`src/rtl/lsu_dmem_ctrl.sv`:
```
// M-stage load/store controller: alignment check, strobe/lane build,
// valid/ready request plus response handshake with data memory.
module lsu_dmem_ctrl #(
  parameter int XLEN = 32
) (
  input  logic                      clk,
  input  logic                      reset,
  input  logic                      MemReadM,
  input  logic                      MemWriteM,
  input  logic [2:0]                Funct3M,
  input  logic [XLEN-1:0]           ALUResultM,
  input  logic [XLEN-1:0]           WriteDataM,
  output logic                      dmem_req_valid,
  input  logic                      dmem_req_ready,
  output logic                      dmem_we,
  output logic [XLEN-1:0]           dmem_addr,
  output logic [XLEN-1:0]           dmem_wdata,
  output logic [XLEN/8-1:0]         dmem_wstrb,
  input  logic                      dmem_rsp_valid,
  input  logic [XLEN-1:0]           dmem_rsp_rdata,
  output logic [XLEN-1:0]           RD_data,
  output logic [$clog2(XLEN/8)-1:0] byteAddrM,
  output logic                      StallM,
  output logic                      LoadMisalignM,
  output logic                      StoreMisalignM
);

  localparam int NB   = XLEN / 8;
  localparam int OFFW = $clog2(NB);

  if (XLEN != 32) begin : g_xlen_chk
    $error("lsu_dmem_ctrl: only XLEN=32 is supported");
  end

  typedef enum logic [1:0] {
    S_IDLE,
    S_REQ,
    S_RSP,
    S_DONE
  } state_t;

  state_t            state_q, state_d;
  logic              we_q, we_d;
  logic [XLEN-1:0]   addr_q, addr_d;
  logic [XLEN-1:0]   wdata_q, wdata_d;
  logic [NB-1:0]     wstrb_q, wstrb_d;
  logic [XLEN-1:0]   rdata_q, rdata_d;
  logic [OFFW-1:0]   boff_q, boff_d;

  logic              ld_ok, st_ok, mis, op;
  logic [OFFW-1:0]   off;
  logic [NB-1:0]     strb;
  logic [XLEN-1:0]   wrep;

  assign off = ALUResultM[OFFW-1:0];

  always_comb begin
    ld_ok = MemReadM && (Funct3M inside {3'b000, 3'b001, 3'b010,
                                         3'b100, 3'b101});
    st_ok = MemWriteM && (Funct3M inside {3'b000, 3'b001, 3'b010});
    mis   = (Funct3M[1:0] == 2'b01 && off[0]) ||
            (Funct3M[1:0] == 2'b10 && off != '0);
    op    = (ld_ok || st_ok) && !mis;
  end

  // Store data is replicated across lanes; the strobe picks the lane.
  always_comb begin
    strb = '0;
    wrep = WriteDataM;
    unique case (Funct3M[1:0])
      2'b00: begin
        strb = {{(NB-1){1'b0}}, 1'b1} << off;
        wrep = {NB{WriteDataM[7:0]}};
      end
      2'b01: begin
        strb = {{(NB-2){1'b0}}, 2'b11} << {off[OFFW-1:1], 1'b0};
        wrep = {(NB/2){WriteDataM[15:0]}};
      end
      default: begin
        strb = '1;
        wrep = WriteDataM;
      end
    endcase
  end

  always_comb begin
    state_d        = state_q;
    we_d           = we_q;
    addr_d         = addr_q;
    wdata_d        = wdata_q;
    wstrb_d        = wstrb_q;
    rdata_d        = rdata_q;
    boff_d         = boff_q;
    StallM         = 1'b0;
    LoadMisalignM  = 1'b0;
    StoreMisalignM = 1'b0;
    unique case (state_q)
      S_IDLE: begin
        LoadMisalignM  = ld_ok && mis;
        StoreMisalignM = st_ok && mis;
        if (op) begin
          StallM  = 1'b1;
          state_d = S_REQ;
          we_d    = st_ok;
          addr_d  = {ALUResultM[XLEN-1:OFFW], {OFFW{1'b0}}};
          wdata_d = st_ok ? wrep : '0;
          wstrb_d = st_ok ? strb : '0;
          boff_d  = off;
        end
      end
      S_REQ: begin
        StallM = 1'b1;
        if (dmem_req_ready) state_d = we_q ? S_DONE : S_RSP;
      end
      S_RSP: begin
        StallM = 1'b1;
        if (dmem_rsp_valid) begin
          rdata_d = dmem_rsp_rdata;
          state_d = S_DONE;
        end
      end
      S_DONE: state_d = S_IDLE;
      default: state_d = S_IDLE;
    endcase
  end

  always_ff @(posedge clk) begin
    if (reset) begin
      state_q <= S_IDLE;
      we_q    <= 1'b0;
      addr_q  <= '0;
      wdata_q <= '0;
      wstrb_q <= '0;
      rdata_q <= '0;
      boff_q  <= '0;
    end else begin
      state_q <= state_d;
      we_q    <= we_d;
      addr_q  <= addr_d;
      wdata_q <= wdata_d;
      wstrb_q <= wstrb_d;
      rdata_q <= rdata_d;
      boff_q  <= boff_d;
    end
  end

  assign dmem_req_valid = (state_q == S_REQ);
  assign dmem_we        = we_q;
  assign dmem_addr      = addr_q;
  assign dmem_wdata     = wdata_q;
  assign dmem_wstrb     = wstrb_q;
  assign RD_data        = rdata_q;
  assign byteAddrM      = boff_q;

endmodule

```
`config.mk`:
```
export PLATFORM = sky130hd
export DESIGN_NAME = lsu_dmem_ctrl
export DESIGN_NICKNAME = d
export VERILOG_FILES = /design/src/rtl/lsu_dmem_ctrl.sv
export SDC_FILE = /design/constraint.sdc
export NUM_CORES = 1
export LEC_CHECK = 0
export CAP_MARGIN = 15
export CORE_MARGIN = 2
export CORE_UTILIZATION = 25
export CTS_BUF_LIST = sky130_fd_sc_hd__clkbuf_16
export DETAILED_ROUTE_END_ITERATION = 6
export SLEW_MARGIN = 20
export SYNTH_ARGS = -nofsm -noshare
export SYNTH_HDL_FRONTEND = slang
export SYNTH_SLANG_ARGS = --single-unit
```
`constraint.sdc`:
```
create_clock -name clk -period 2.8 [get_ports clk]
set_input_delay 0.7 -clock clk [delete_from_list [all_inputs] [get_ports clk]]
set_output_delay 0.7 -clock clk [all_outputs]
set_load 0.02 [all_outputs]
```
==> results.py <==
metrics = {
    "status": {
        "status": "complete, no violations",
    },
    "layout": {
        "instances_no_fill": 893,
        "drive_above_1_share": 0.108,
        "fin_util": 0.407,
        "antenna_cells": 0,
        "syn_to_final_growth_pct": 59.7,
        "fillers": 1684,
        "fin_nets": 772,
    },
    "setup_path": {
        "crit_chain": "clkdlybuf4s50_1, nor2b_2, buf_4, nand3_1, nor2_1, clkdlybuf4s15_1",
        "path_max_fanout": 2,
        "critPathTopFamily": "buffers and inverters",
        "criticalPathCategory": "in2out",
        "worst_setup_path_start_kind": "input port",
        "cp_num_buf_inv": 3,
        "slowest_stage": "clkdlybuf4s50_1",
        "cp.required_ns": 2.10,
        "endpoint_kind": "output port",
        "cpPeakStageDelay_ns": 0.45,
        "arrival_ns": 1.98,
    },
    "die": {
        "fp-row-count": 48,
        "coreArea_um2": 17200,
        "io_pins": 212,
        "die_w_um": 137,
        "start_util": 0.255,
        "die_h_um": 137,
        "dieArea_um2": 18600,
    },
    "yosys": {
        "synth_mux_area_frac": 0.0570,
        "synth-compound-area-share": 0.268,
        "ys_seq_area_frac": 0.470,
        "ys_types": 40,
        "yosys.area_share.simple": 0.132,
        "synth.avg_cell_area_um2": 9.40,
        "ys.flop_type": "dfxtp_1",
        "synth_area_leaders": "dfxtp_1 47%, a21oi_1 7.5%, o2bb2ai_2 6.8%, nand2_1 6.5%, mux2i_1 5.7%",
        "synth-adder-area-share": 0.0114,
        "synth_edf_count": 0,
        "yosysTopAreaCell": "dfxtp_1",
        "syn_inst": 467,
        "synth_top_family_by_area": "compound AO/OA/AOI/OAI gates",
        "syn_area_um2": 4390,
        "async_reset_ff_frac": 0,
        "synth_xor_area_frac": 0.00199,
        "yosys_register_bits": 103,
        "yosysWarnings": 0,
        "synth_top_cell_area_share": 0.470,
    },
    "sta": {
        "slew_headroom": 0.439,
        "period_minus_slack_ns": 2.68,
        "rsz0062_at_grt": "false",
        "max_freq_mhz": 374,
        "final-max-slew-violation-count": 0,
        "final-setup-viol-count": 0,
        "min_period_over_period": 0.956,
        "skew_ns": 0.00877,
        "hold_viol": 0,
        "hold_slack_ns": 0.460,
        "tightest_slew_ns": 0.839,
    },
    "power": {
        "switching_share": 0.347,
        "p_comb_frac": 0.334,
        "p_per_area_nw_per_um2": 610,
        "pwr-share-clk": 0.273,
        "seq_power_share": 0.393,
        "p_int_w": 0.00279,
        "p_leak_nw": 2.48,
        "p_switching_w": 0.00148,
        "ir_worst_vdd_uv": 330,
    },
    "detailed_routing": {
        "firstDrtPassIters": 4,
        "wl_um": 14500,
        "routed_via_density": 4.78,
        "drt_iter0_drc": 131,
        "ant_nets": 0,
        "wl_per_cell_um": 16.3,
        "route.detailed.drc": 0,
        "vias": 4273,
    },
    "cts": {
        "clk_latency_ns": 0.35,
        "hold_buffers": 0,
        "htree_levels": 3,
        "clock-root-buffer": "clkbuf_16",
        "clk_path_buf_depth": 2,
        "clk_pin_slew_worst_paths_ns": 0.07,
        "clkSinkCount": 103,
        "cts_tree": "yes",
        "cts_made_buffers": 9,
        "post_cts_buffers": 0,
    },
    "placement": {
        "dp_hpwl_um": 10600,
        "place.gp.congestion": 0.817,
        "port_buffers": 209,
        "placed_cells": 877,
    },
    "global_route": {
        "grtUsageTotal": 0.151,
        "globalRouteOverflowTotal": 0,
        "grt_antenna_before_repair": 0,
        "grt_pass1_vias": 4261,
        "grt_max_degree": 35,
        "grt_pass1_wl_um": 22100,
    },
    "run": {
        "cap_violations": 0,
    },
    "worst_hold_path": {
        "hp-class": "reg2reg",
    },
}
==> power by group through the flow <==
stage               Combinational (W)  Clock [W]  Sequential, W
floorplan                    0.000635          0        0.00185
global placement              0.00141          0        0.00171
detailed placement            0.00143          0        0.00171
CTS                           0.00143    0.00122        0.00168
global route                  0.00153    0.00127        0.00169
finish                        0.00143    0.00117        0.00168
==> through the flow <==
stage	worst slack [ns]	total power [W]	setup TNS [ns]	area, µm²
floorplan	0.165	0.00248	0	4390
global placement	-0.433	0.00312	-1.17	6730
detailed placement	-0.478	0.00315	-1.60	6730
CTS	0.0302	0.00433	0	7010
global route	0.0280	0.00450	0	7010
finish	0.124	0.00428	0	7010
==> state kept, by name (all words and copies together), names as in the netlist <==
signal,cells
dmem_wstrb,4
dmem_we,1
state_q,2
byteAddrM,2
dmem_wdata,32
RD_data,32
dmem_addr,30
==> synth_stat cells (all sizes together) (2+ instances only) <==
cell,count
o311a,2
clkbuf,35
nor2b,2
o2bb2ai,20
ha,4
a22o,17
buf,13
o21ai,11
a21oi,66
nand4,30
mux2i,25
nor2,4
a31oi,2
o31ai,31
dfxtp,103
nand2,76
nand3,3
a31o,2
inv,6
==> tightest hold or removal path: cells and delay by family (launching register included) <==
kind             cells  cell delay (ns)
flip-flops           1             0.31
AND/OR/NAND/NOR      1             0.05
AO/OA/AOI/OAI        1             0.05
==> per-layer routing <==
metal / vias up / routed length (µm) / track usage
met5: - / 0 / 0
met4: 0 / 339 / 0.0666
met3: 18 / 868 / 0.0315
met2: 140 / 6890 / 0.251
met1: 2018 / 6420 / 0.188
li1: 2097 / - / -
==> final timing paths <==
| kind | end | startpoint | depth (start not counted) | slack (ns) |
|---|---|---|---|---|
| setup / recovery | StoreMisalignM | MemWriteM | 6 | 0.12 |
| setup reg to reg | dmem_addr[4] | state_q[0] | 7 | 0.31 |
| hold / removal | RD_data[4] | RD_data[4] | 2 | 0.46 |
| hold reg to reg | RD_data[4] | RD_data[4] | 2 | 0.46 |
==> cells by family after synthesis <==
family,count (synthesis)
compound gates,157
simple gates,121
flops,103
buf+inv,55
mux,25
fa+ha+maj,4
other cells,1
xor+xnor,1
==> timing repair <==
| item | CTS | global route |
|---|---|---|
| pin swaps | 0 | 1 |
| setup endpoints to repair | 3 | 2 |
| resized for setup | 10 | 4 |
==> cell type report <==
class,count,area [µm²],share of cell area
clock buffer,9,225,0.0321
clock inverter,7,47.5,0.00678
inverter,7,26.3,0.00375
multi-input combinational,310,2100,0.300
sequential,103,2060,0.294
tap,225,282,0.0401
timing repair buffer,232,2270,0.323
==> cell usage in the layout, fill, tap and decap left out, types with 2 or more instances in the layout <==
cell type / n
clkdlybuf4s50_1: 203
dfxtp_1: 103
nand2_1: 76
a21oi_1: 66
o31ai_1: 31
nand4_1: 30
mux2i_1: 25
buf_4: 21
o2bb2ai_2: 20
a22o_1: 17
o21ai_0: 9
clkbuf_16: 9
inv_1: 6
nor2_1: 4
ha_1: 4
nand3_1: 3
clkinv_1: 3
clkinv_4: 3
dlygate4sd2_1: 3
o311a_1: 2
a31o_2: 2
conb_1: 2
buf_2: 2
(Power assumes the default switching activity.)
==> RTL edit 1 (config.mk and constraints unchanged) <==
Re-encode `state_t` (4 states) as one-hot, 4 bits wide.
--- a/src/rtl/lsu_dmem_ctrl.sv
+++ b/src/rtl/lsu_dmem_ctrl.sv
@@ -32,11 +32,11 @@
     $error("lsu_dmem_ctrl: only XLEN=32 is supported");
   end
 
-  typedef enum logic [1:0] {
-    S_IDLE,
-    S_REQ,
-    S_RSP,
-    S_DONE
+  typedef enum logic [3:0] {
+    S_IDLE = 4'b0001,
+    S_REQ  = 4'b0010,
+    S_RSP  = 4'b0100,
+    S_DONE = 4'b1000
   } state_t;
 
   state_t            state_q, state_d;
Check against the original RTL: no difference found for any inputs over 10 cycles, from zero or initial values and one cycle with reset high; not proved beyond that.
==> RTL edit 1 against the original RTL <==
Utilization decreased by 0.19 points. Count of clock-buffer cells in the layout unchanged. Sequential share of layout area decreased by 0.51 points. Wire length decreased by 4.0%. Synthesized cell count increased by 16%. Sequential cell count increased by 2. Design area increased by 3.7%. Fmax decreased by 0.99%. Die area increased by 4.1%. Area after synthesis increased by 4.2%. Setup slack got worse by 0.027 ns. Largest cell class is now multi-input gates.
Power is not compared: it rests on default switching activity, and its combinational part moved more than twofold at a synthesized area within 25%.
==> RTL edit 1: results (changes against the original RTL) <==
Peak VDD IR=approximately 0.27 mV; min-delay src=RD_data[10]; Critical R2R Capture=dmem_wdata[13]; total track usage=0.140 (-0.0107); Nets=855 (+11%); Synth top cells by count=nand2_1, dfxtp_1, mux2i_1; Post-Synth XOR/XNOR Area=0.00191 (-0.0000813); Skew-Pair Late Insertion Delay=around 0.36 ns; Synth Instances=544 (+16%); CP Max Fanout=2 (unchanged); sequential fraction of the synthesis area=0.459 (-0.0104); Initial DRC Count=143 (+9.2%); GP Congestion=0.748 (-8.4%); initial antenna violation count=1 (+1); Adder-Cell Fraction of Synth Area=0 (-0.0114); smallest hold slack=0.454 ns (-0.00672 ns); first-pass GRT wire length=21900 um (-0.75%); multiplexer area fraction after synthesis=0.191 (+0.134); ratio of cells with drive above 1 in the final layout=0.0862 (-0.0216); Hold Crit Depth=2 (unchanged); placed insts=967 (+10%); Routed Wire Length=13900 um (-4.0%); Worst slew margin=0.663 (+0.224); Longest Clk Path Bufs=2 (unchanged); final instance area=7270 um^2 (+3.7%); n_diodes=0 (unchanged); r2r setup slk=approximately 0.32 ns; CP Data Arrival Time=2.00 ns (+0.02 ns); Layout fillers=1814 (+7.7%); Reg2Reg Launch Point=state_q[0]; Worst-path clk slew=0.07 ns (about the same); hold endpoint=RD_data[10]; R2R cell count=6 (-1); CTS Root Cell=clkbuf_16; top cells by area, synth=dfxtp_1, nand2_1, mux2i_1; Final Skew=0.00915 ns (+0.000385 ns); area of placed instances=6920 um^2 (+2.8%); drt wl/cell=14.2 um (-13%); post-DP HPWL=9960 um (-6.1%); Syn. warnings=0 (unchanged); Via density=4.38 (-8.5%); CP startpoint=ALUResultM[1]; status=complete, no violations; Synth Area in Compound Gates=0.0790 (-0.189); largest net degree at the start of global routing=46 (+31%); Yosys cell types=33 (-18%); vias in the first global route=4127 (-3.1%); H-tree depth=3 (unchanged)
[RTL edit 1: final cells by class]
class                   instances  area share
clock inverters                 6     0.00705
inverters                       4     0.00206
well taps                     229      0.0394
flip-flops and latches        105       0.289
clock buffers                   9      0.0310
repair buffers                235       0.316
multi-input cells             395       0.316
[RTL edit 1: critical path, stage by stage]
cell and delay, ns:
clkdlybuf4s50_1 0.47, and3b_1 0.23, nor4b_4 0.08, or3_4 0.37, buf_6 0.14
[RTL edit 1: kinds of logic after synthesis]
group,after synthesis
mux,85
compound gates,70
buf+inv,45
flops,105
other cells,1
xor+xnor,1
simple gates,237
[RTL edit 1: per-stage QoR]
step / setup WS (ns) / power (mW)
2_1_floorplan: 0.339 / 1.90
3_3_place_gp: -0.610 / 2.20
3_5_place_dp: -0.645 / 2.20
4_1_cts: -0.0599 / 3.44
5_1_grt: 0.0488 / 3.54
6_report: 0.0969 / 3.39
[RTL edit 1: worst max-delay path by stage]
stage,end,slack (ns),cells after the start
after floorplan,StallM,0.34,5
after global routing,dmem_req_valid,0.05,4
after detailed placement,dmem_wdata[13],-0.64,7
final,StallM,0.1,5
after CTS,dmem_wdata[13],-0.06,7
after global placement,dmem_wdata[8],-0.61,7
[RTL edit 1: metal layers]
metal  up-vias  wire length [um]  GRT usage  share of wire
met4         0               105     0.0324         0.0075
li1       2190                 -          -              -
met2       152              6370      0.222           0.46
met5         -                 0          0              0
met3        10              1360     0.0661          0.098
met1      1952              6100      0.174           0.44
[RTL edit 1: power by group]
group / internal (mW) / leakage (nW) / switching (mW) / total, mW
Clock: 0.611 / 0.132 / 0.607 / 1.22
Sequential: 1.54 / 0.850 / 0.0246 / 1.56
Combinational: 0.327 / 1.69 / 0.285 / 0.612
[RTL edit 1: repair_timing]
| action | in CTS | in global routing |
|---|---|---|
| endpoints found under the hold margin | 0 | 0 |
| gates resized for setup | 11 | 15 |
| endpoints found under the setup margin | 32 | 24 |
| gates cloned | 0 | 0 |
| buffers inserted | 1 | 0 |
| pin swaps | 1 | 4 |
==> RTL edit 2 (config.mk and constraints unchanged) <==
Made on the original files. Take the reset off `addr_q`, `wdata_q` and `rdata_q` and load them in a clocked block of their own.
--- a/src/rtl/lsu_dmem_ctrl.sv
+++ b/src/rtl/lsu_dmem_ctrl.sv
@@ -128,20 +128,20 @@
     if (reset) begin
       state_q <= S_IDLE;
       we_q    <= 1'b0;
-      addr_q  <= '0;
-      wdata_q <= '0;
       wstrb_q <= '0;
-      rdata_q <= '0;
       boff_q  <= '0;
     end else begin
       state_q <= state_d;
       we_q    <= we_d;
-      addr_q  <= addr_d;
-      wdata_q <= wdata_d;
       wstrb_q <= wstrb_d;
-      rdata_q <= rdata_d;
       boff_q  <= boff_d;
     end
+  end
+
+  always_ff @(posedge clk) begin
+    addr_q  <= addr_d;
+    wdata_q <= wdata_d;
+    rdata_q <= rdata_d;
   end
 
   assign dmem_req_valid = (state_q == S_REQ);
Formal check against the unedited RTL: not equivalent (Yosys sat finds a counterexample within 4 cycles, from zero or initial values and one cycle with reset high).
==> RTL edit 2 against the original RTL <==
Area after synthesis decreased by 10%. Register-to-register slack better by 0.39 ns. Largest power group unchanged. Setup slack lost 0.069 ns. Design area fell by 4.1%. Sequential cell count unchanged. Total power is 5.7% higher. Largest cell class is now registers. Wire length is 19% lower. First-iteration DRC count increased by 17%.
==> RTL edit 2: results (changes against the original RTL) <==
status=complete, no violations; largest net degree at the start of global routing=38 (+8.6%); metal2 WL=5810 um (-16%); met3 Use GR=0.0413 (+0.00981); R2R cell count=8 (+1); r2r setup slk=0.70 ns (+0.39 ns); post-DP HPWL=8810 um (-17%); num rows=45 (-6.3%); smallest hold slack=0.493 ns (+0.0329 ns); Place WS=-0.384 ns (+0.0934 ns); CP Data Arrival Time=2.05 ns (+0.07 ns); Synth Instances=265 (-43%); Final Skew=0.00633 ns (-0.00244 ns); Reg power frac=0.442 (+0.049); GP Congestion=0.788 (-3.6%); CP Max Fanout=3 (+1); area of placed instances=6430 um^2 (-4.4%); Yosys cell types=36 (-10%); vias in the first global route=3014 (-29%); met1 GRT Util=0.153 (-0.0342); register share of the cell area=0.447 (+0.153); Nets=604 (-22%); Post-synth EDFFs=94 (+94); ratio of cells with drive above 1 in the final layout=0.0840 (-0.0238); Initial DRC Count=153 (+17%); buffer share of cell area=0.338 (+0.0143); Sequential Power=2.00 mW (+19%); Adder-Cell Fraction of Synth Area=0.0127 (+0.00128); Starting Density=0.258 (+0.00312)
[RTL edit 2: cell types whose count changed in the layout (fill, tap and decap cells not counted), sizes merged, moves of 8 or more]
cell,delta
a21oi,-43
a22o,-17
and3,+10
dfxtp,-94
edfxtp,+94
mux2i,-8
nand2,-62
nand4,-30
nor2,+25
o21ai,+8
o2bb2ai,-20
o31ai,-31
[RTL edit 2: how the worst max path moves through the flow]
stage,from,endpoint,slack [ns],depth (start not counted)
floorplan,MemWriteM,dmem_addr[10],0.20,4
global placement,Funct3M[0],LoadMisalignM,-0.34,5
detailed placement,Funct3M[0],LoadMisalignM,-0.38,5
CTS,ALUResultM[1],LoadMisalignM,0.02,5
global route,ALUResultM[1],StoreMisalignM,0.01,5
finish,ALUResultM[1],StoreMisalignM,0.05,5
